File: src/rtl/phase_sched_pkg.sv
// Shared definitions for the phase scheduler: state encodings, default
// timing constants, selector width and a counter-width helper.
package phase_sched_pkg;

  typedef enum logic [1:0] {
    ST_IDLE = 2'd0,
    ST_FILL = 2'd1,
    ST_RUN  = 2'd2
  } state_t;

  localparam int DIV_DEF     = 4;
  localparam int OS_DEF      = 4;
  localparam int FILL_DEF    = 4;
  localparam int ROT_SYM_DEF = 1024;
  localparam int SEL_W       = 2;

  // Width of a counter spanning 0..n-1; never narrower than one bit.
  function automatic int cnt_w(input int n);
    return (n > 1) ? $clog2(n) : 1;
  endfunction

endpackage

File: src/rtl/phase_sched_tick.sv
// Clock divider: counts 0..DIV-1 while enabled and flags the last count
// as the datapath enable tick. Held at zero whenever disabled.
module tick_div
  import phase_sched_pkg::*;
#(
  parameter int DIV = DIV_DEF
) (
  input  logic clock,
  input  logic i_reset,
  input  logic count_en,
  output logic tick
);

  localparam int            DW       = cnt_w(DIV);
  localparam logic [DW-1:0] DIV_LAST = DW'(DIV - 1);

  logic [DW-1:0] div_cnt_r;

  assign tick = count_en && (div_cnt_r == DIV_LAST);

  // Divider count: clear when disabled, wrap after the last count.
  always_ff @(posedge clock) begin
    if (!i_reset) begin
      div_cnt_r <= '0;
    end else if (!count_en) begin
      div_cnt_r <= '0;
    end else if (div_cnt_r == DIV_LAST) begin
      div_cnt_r <= '0;
    end else begin
      div_cnt_r <= div_cnt_r + DW'(1);
    end
  end

endmodule

File: src/rtl/phase_sched.sv
// Timing controller for the receive FIR -> phase-select/slicer chain.
// Produces the datapath enable, the fill-qualified valid, the symbol strobe
// and the phase selector (fixed from switches or auto-rotating).
module phase_sched
  import phase_sched_pkg::*;
#(
  parameter int DIV     = DIV_DEF,
  parameter int OS      = OS_DEF,
  parameter int FILL    = FILL_DEF,
  parameter int ROT_SYM = ROT_SYM_DEF
) (
  input  logic             clock,
  input  logic             i_reset,
  input  logic             i_run,
  input  logic             i_mode,
  input  logic [SEL_W-1:0] i_phase,
  output logic             o_enable,
  output logic             o_valid,
  output logic [SEL_W-1:0] o_selector,
  output logic             o_sym_strobe,
  output logic             o_busy
);

  localparam int            FW        = cnt_w(FILL);
  localparam int            SW        = cnt_w(ROT_SYM);
  localparam logic [FW-1:0] FILL_LAST = FW'(FILL - 1);
  localparam logic [SW-1:0] ROT_LAST  = SW'(ROT_SYM - 1);
  localparam logic [1:0]    OS_LAST   = 2'(OS - 1);

  state_t        state_r;
  state_t        state_nx_s;
  logic          div_en_s;
  logic          tick_s;
  logic          bound_s;
  logic [1:0]    os_cnt_r;
  logic [FW-1:0] fill_cnt_r;
  logic [SW-1:0] sym_cnt_r;

  // The divider only runs while active and still commanded to run, so a
  // stop request suppresses the tick on the very edge it is seen.
  assign div_en_s = (state_r != ST_IDLE) && i_run;
  assign bound_s  = tick_s && (os_cnt_r == OS_LAST);

  tick_div #(
    .DIV (DIV)
  ) u_tick_div (
    .clock    (clock),
    .i_reset  (i_reset),
    .count_en (div_en_s),
    .tick     (tick_s)
  );

  // Next-state decode: stop always wins, fill completes on the FILL-th tick.
  always_comb begin
    state_nx_s = state_r;
    case (state_r)
      ST_IDLE: begin
        if (i_run) state_nx_s = ST_FILL;
        else       state_nx_s = ST_IDLE;
      end
      ST_FILL: begin
        if (!i_run)                                  state_nx_s = ST_IDLE;
        else if (tick_s && (fill_cnt_r == FILL_LAST)) state_nx_s = ST_RUN;
        else                                         state_nx_s = ST_FILL;
      end
      ST_RUN: begin
        if (!i_run) state_nx_s = ST_IDLE;
        else        state_nx_s = ST_RUN;
      end
      default: state_nx_s = ST_IDLE;
    endcase
  end

  // State register.
  always_ff @(posedge clock) begin
    if (!i_reset) state_r <= ST_IDLE;
    else          state_r <= state_nx_s;
  end

  // Oversample and fill counters advance on enable ticks, cleared when idle.
  always_ff @(posedge clock) begin
    if (!i_reset) begin
      os_cnt_r   <= 2'd0;
      fill_cnt_r <= '0;
    end else if ((state_r == ST_IDLE) || !i_run) begin
      os_cnt_r   <= 2'd0;
      fill_cnt_r <= '0;
    end else begin
      if (tick_s) os_cnt_r <= os_cnt_r + 2'd1;
      if (tick_s && (state_r == ST_FILL)) fill_cnt_r <= fill_cnt_r + FW'(1);
    end
  end

  // Registered timing outputs; valid trails entry into RUN by one cycle.
  always_ff @(posedge clock) begin
    if (!i_reset) begin
      o_enable     <= 1'b0;
      o_sym_strobe <= 1'b0;
      o_valid      <= 1'b0;
      o_busy       <= 1'b0;
    end else begin
      o_enable     <= tick_s;
      o_sym_strobe <= bound_s;
      o_valid      <= (state_r == ST_RUN) && i_run;
      o_busy       <= (state_nx_s != ST_IDLE);
    end
  end

  // Selector and rotation count update on the cycle after a symbol boundary,
  // so the selector can never move inside a symbol. A stop keeps the selector.
  always_ff @(posedge clock) begin
    if (!i_reset) begin
      o_selector <= '0;
      sym_cnt_r  <= '0;
    end else begin
      if ((state_r == ST_IDLE) || !i_run || !i_mode) begin
        sym_cnt_r <= '0;
      end else if (o_sym_strobe) begin
        if (sym_cnt_r == ROT_LAST) sym_cnt_r <= '0;
        else                       sym_cnt_r <= sym_cnt_r + SW'(1);
      end
      if (o_sym_strobe && i_run) begin
        if (!i_mode)                    o_selector <= i_phase;
        else if (sym_cnt_r == ROT_LAST) o_selector <= o_selector + SEL_W'(1);
      end
    end
  end

endmodule

File: config.mk
export PLATFORM = sky130hd
export DESIGN_NAME = phase_sched
export DESIGN_NICKNAME = d
export VERILOG_FILES = /design/src/rtl/phase_sched_pkg.sv /design/src/rtl/phase_sched_tick.sv /design/src/rtl/phase_sched.sv
export SDC_FILE = /design/constraint.sdc
export NUM_CORES = 1
export LEC_CHECK = 0
export CORE_AREA = 2 2 46 66
export CTS_CLUSTER_DIAMETER = 200
export DETAILED_ROUTE_END_ITERATION = 8
export DIE_AREA = 0 0 48 68
export GPL_ROUTABILITY_DRIVEN = 1
export PLACE_DENSITY = 0.61
export SYNTH_ARGS = -nofsm -noshare
export SYNTH_HDL_FRONTEND = slang
export SYNTH_SLANG_ARGS = --single-unit
File: constraint.sdc
create_clock -name clock -period 1.8 [get_ports clock]
set_clock_uncertainty 0.2 [all_clocks]
set_input_delay 0.27 -clock clock [delete_from_list [all_inputs] [get_ports clock]]
set_output_delay 0.27 -clock clock [all_outputs]
set_load 0.02 [all_outputs]
# Word level (Yosys, flattened, before mapping)
# Cells that the tools add are included.
[word_totals] regBits=24 input_bits=6 output_inout_bits=6 wordCells=50
[op_classes] bitwise_logic=2 muxes=8 n_addsub=5 reduce_logical=18 n_eq_ne=7
[op_table] operator="10-bit by 1-bit adder with 10-bit output (second input constant)" count=1
[op_table] operator="10-bit == test (second input constant)" count=1
[op_table] operator="10-bit 2-to-1 mux" count=1
[op_table] operator="2-bit 2-to-1 mux" count=5
[op_table] operator="2-bit by 1-bit adder with 2-bit output (second input constant)" count=4
[op_table] operator="2-bit == test (second input constant)" count=4
[op_table] operator="1-bit logical AND" count=7
[op_table] operator="2-bit case mux with 3 select lines" count=1
[op_table] operator="2-bit nonzero test" count=2
[op_table] operator="2-bit OR reduction" count=2
[op_table] operator="3-bit OR reduction" count=1
[op_table] operator="2-bit by 1-bit == test with 1-bit output (second input constant)" count=1
[op_table] operator="1-bit logical NOT" count=2
[op_table] operator="2-bit logical NOT" count=1
[op_table] operator="1-bit logical OR" count=2
[op_table] operator="2-bit by 1-bit inequality test with 1-bit output (second input constant)" count=1
[op_table] operator="1-bit inverter" count=2
[op_table] operator="2-bit AND reduction" count=1
[op_table] operator="1-bit 2-to-1 mux" count=1

# Logic depth before layout (Yosys ltp)
[depth] ltp_word=8 ltp_mapped=6 ltp_nobuf=5

# By module
# From an unflattened synthesis, not the netlist that was laid out.
[hier_totals] hier_cells=111 area_unflattened_um2=1053.5
[modules_own_cells] mod="phase_sched" seq_area_each_um2=440.4 area_per_inst_um2=969.7 cells_per_inst=105 n_inst=1
[modules_own_cells] mod="tick_div" seq_area_each_um2=40.0 area_per_inst_um2=83.8 cells_per_inst=6 n_inst=1

# Worst setup path before layout
# OpenSTA, ideal clock, no wires.
[synth_path] kind="register to register" startpoint="register o_sym_strobe" endpoint="register o_selector[1]" slack_ns=0.205 path_buffers=1 setup_time_ns=0.115 required_time_ns=1.485 path_stages_with_launch=6 period_less_slack_ns=1.595 t_arrival_ns=1.280 cell_sequence="dfxtp_1 and3_1 buf_4 and4_1 a21oi_1 o21a_1"
[synth_between] elab_chain_len=2
[synth_lines] element="start, declared" line="phase_sched.sv:20" rtl="output logic o_sym_strobe,"
[synth_lines] element="start signal, assigned" line="phase_sched.sv:103" rtl="o_sym_strobe <= bound_s;"
[synth_lines] element="1-bit logical AND" line="phase_sched.sv:122" rtl="if (o_sym_strobe && i_run) begin"
[synth_lines] element="2-bit AND reduction (no source line)"
[synth_lines] element="end signal, assigned" line="phase_sched.sv:123" rtl="if (!i_mode) o_selector <= i_phase;"
[synth_lines] element="end signal, assigned" line="phase_sched.sv:124" rtl="else if (sym_cnt_r == ROT_LAST) o_selector <= o_selector + SEL_W'(1);"
[synth_lines] element="end, declared" line="phase_sched.sv:19" rtl="output logic [SEL_W-1:0] o_selector,"
# No other way between the ends.
# A chain may end at the register's enable or synchronous reset.

# Final worst setup path
[layout_path] startpoint="register o_sym_strobe" endpoint="output port o_sym_strobe"
# No word-level cell between the ends.

==> summary.md <==
| Metric | Value |
|---|---|
| Outcome | finished, final reports clean |
| Vias in the first global route | between 700 and 800 |
| Post-synth EDFFs | 0 |
| Hold Fails Final Rpt | 0 |
| Max-slew violations | 0 |
| Synth Area in XOR/XNOR | 0.0851 |
| DP Area | approximately 1200 um^2 |
| Cell Chain, Critical Path | clkdlybuf4s50_1 |
| DRC Markers | 0 |
| Worst-case reg-to-reg path depth | 5 |
| Final #Nets | 139 |
| Sw frac | 0.197 |
| CP Data Arrival Time | 1270 ps |
| Reg clk slew, reported paths | 80 ps |
| Rel. slew slack | 0.694 |
| DRT iter0 DRCs | 12 |
| Largest net degree at the start of global routing | 14 |
| Syn Inst Count | 111 |
| GRT Total Usage | 0.140 |
| Max-Cap Viols | 0 |
| DRT Wirelength | 1890 um |
| Syn nets | about 120 |
| Clock share of power | 0.388 |
| Initial DRT Pass Iterations | 4 |
| Worst-margin pin slew | 457 ps |
| Async set-reset flop share out of synthesis | 0 |
| Min Clock Period, post-route | 1740 ps |
| Worst hold start | u_tick_div.div_cnt_r[0] |
| Post-CTS Setup Bufs | 0 |
| Post-DR wirelength/cell | 11.4 um |
| Worst Hold Endpoint | u_tick_div.div_cnt_r[0] |
| Synth Flop Type | dfxtp_1 |
| Area share of fa/ha/maj cells after synthesis | 0.0486 |
| Internal | 748 uW |
| First-pass GRT wire length | roughly 3300 um |
| Post-Synth Simple-Gate Area | 0.253 |
| Worst path max stage delay | ~620 ps |
| Drt via density | 4.93 |
| Synthesized area | 1030 um^2 |
| Die Area | 3260 um^2 |
| WP data required | 1330 ps |
| Max Clk Rate | 575 MHz |
| Initial Util | 0.377 |
| Buffers and inverters on the worst path | 1 |
| RSZ-0062 raised after global routing | no |
| Vias | 814 |
| Final instance area | 1260 um^2 |
| Antenna violations before repair | 0 |
| I/O pins | 12 |
| Congestion Overflow GR | 0 |
| WS Path Type | reg2out |
| Hold depth | 1 |
| Die width | 48 um |
| Worst-path fanout max | 4 |
| Antenna Cells | 0 |
| Core Region | 2730 um^2 |
| Reg-to-Reg Start | sym_cnt_r[0] |
| RD Place Congestion | slightly below 0.7 |
| CP endpoint kind | output pin |
| Maximum VDD drop | ~0.55 mV |
| Crit path max-delay family | buffers and inverters |
| Compound-gate portion of the synthesized area | 0.104 |
| RR Endpoint | o_selector[1] |
| Die height | 68 um |
| Psw | 184 uW |
| TritonCTS Buffers | 3 |
| Startpoint Class | flip-flop |
| # port buffers | 11 |
| ANT nets after route | 0 |
| Sequential share of power | 0.575 |
| Sink Count | 24 |
| Main combinational cell family by area after synthesis | simple AND/OR/NAND/NOR gates |
| Rows | 23 |
| Final Cycle Share | 0.967 |
| Area growth syn-to-layout | 22.8% |
| Setup TNS | 0 ps |
| Htree depth | 1 |
| Mapped Avg Cell Area | 9.28 um^2 |
| Final setup viols | 0 |
| Power per cell area | 737 nW/um^2 |
| Synth unique cells | 28 |
| # hold bufs at CTS | 0 |
| Mux share of post-synthesis cell area | 0.0194 |
| Synth warn | 0 |
| Reg-to-reg slack, setup | 110 ps |
| Slowest CP cell | clkdlybuf4s50_1 |
| Clock latency on the worst-skew pair | between 200 and 300 ps |
| Final setup margin | 59.8 ps |
| CTS root buf | clkbuf_8 |
| CTS tree | yes |
| Post-cts repair resize count | 0 |
| P_leak | between 0.0005 and 0.0006 uW |
| Combinational Power Share | 0.037 |
| CTS max path bufs | 2 |
| Setup WS pre-CTS | a little over 100 ps |
| Sequential area share after synthesis | 0.467 |
| Share of cells above drive strength 1 | 0.0859 |
| #FFs+latches synth | 24 |
| Post-DP HPWL | 1500 um |
| Tightest Hold Check Type | reg2reg |
[worst max-delay path by stage]
stage	startpoint	endpoint	slack, ps	depth (start not counted)
after global placement	i_mode	o_selector[1]	100	5
final	o_sym_strobe	o_sym_strobe	60	1
after floorplan	o_sym_strobe	o_selector[1]	210	5
after detailed placement	i_run	sym_cnt_r[9]	100	5
after CTS	o_selector[0]	o_selector[0]	20	1
after global routing	sym_cnt_r[0]	o_selector[0]	3	5
[layout by cell type, fill, tap and decap left out, types with 4 or more instances in the layout]
cell,Yosys,routed
nor2_1,16,16
clkbuf_8,0,4
and3_1,5,5
clkdlybuf4s50_1,0,10
nand2_1,12,12
ha_1,4,4
dfxtp_1,24,24
nand4_1,4,4
xor2_1,6,6
a21oi_1,8,8
xnor2_1,4,4
buf_4,1,5
[per-layer routing]
metal / share of wire / track usage / wire length, um
met5: 0 / 0 / 0
met4: 0.028 / 0.0811 / 53
met3: 0.016 / 0.0237 / 31
met2: 0.52 / 0.227 / 983
met1: 0.43 / 0.166 / 819
[cell usage after synthesis (2+ instances only)]
library cell	number	area, um^2
nor2_1	16	60.1
nand4_1	4	25.0
xnor2_1	4	35.0
and4_1	2	17.5
nand2b_1	3	18.8
and3_1	5	31.3
o21a_1	2	15.0
mux2i_1	2	20.0
nand3_1	2	10.0
dfxtp_1	24	480
inv_1	2	7.51
a21oi_1	8	40.0
nor3_1	2	10.0
ha_1	4	50.1
nand3b_1	2	15.0
nand2_1	12	45.0
xor2_1	6	52.6
[area by class of cell]
class / count / area [um^2]
Tap cell: 37 / 46.3
Multi-Input combinational cell: 82 / 526
Clock buffer: 4 / 55.1
Fill cell: 259 / 1470
Timing Repair Buffer: 16 / 150
Sequential cell: 24 / 480
Inverter: 2 / 7.51
[sequential cells by signal, summed over array words and instances, names as in the netlist]
signal / count
o_valid: 1
o_sym_strobe: 1
state_r: 2
o_enable: 1
o_busy: 1
sym_cnt_r: 10
fill_cnt_r: 2
os_cnt_r: 2
o_selector: 2
u_tick_div.div_cnt_r: 2
[stage by stage]
stage / hold slack, ps / instances / util / power (uW)
after detailed placement: 232 / 161 / 0.442 / 583
after CTS: 244 / 165 / 0.462 / 942
after global placement: 229 / 161 / 0.442 / 583
final: 237 / 165 / 0.463 / 932
after global routing: 261 / 165 / 0.463 / 961
after floorplan: 188 / 111 / - / 561
[power by group through the flow]
| stage | Sequential, uW | Combinational [uW] | Clock, uW |
|---|---|---|---|
| finish | 536 | 34.4 | 362 |
| CTS | 536 | 34.7 | 371 |
| detailed placement | 548 | 34.5 | 0 |
| floorplan | 549 | 11.8 | 0 |
| global route | 537 | 37.6 | 386 |
| global placement | 548 | 34.6 | 0 |
[kinds of logic after synthesis]
group / after synthesis
and+or+nand+nor: 51
DFF: 24
adders and majority gates: 4
xor gates and xnor gates: 10
AOI/OAI and AO/OA: 15
muxes: 2
buffers and inverters: 5
Power figures use the tool's default switching activity.
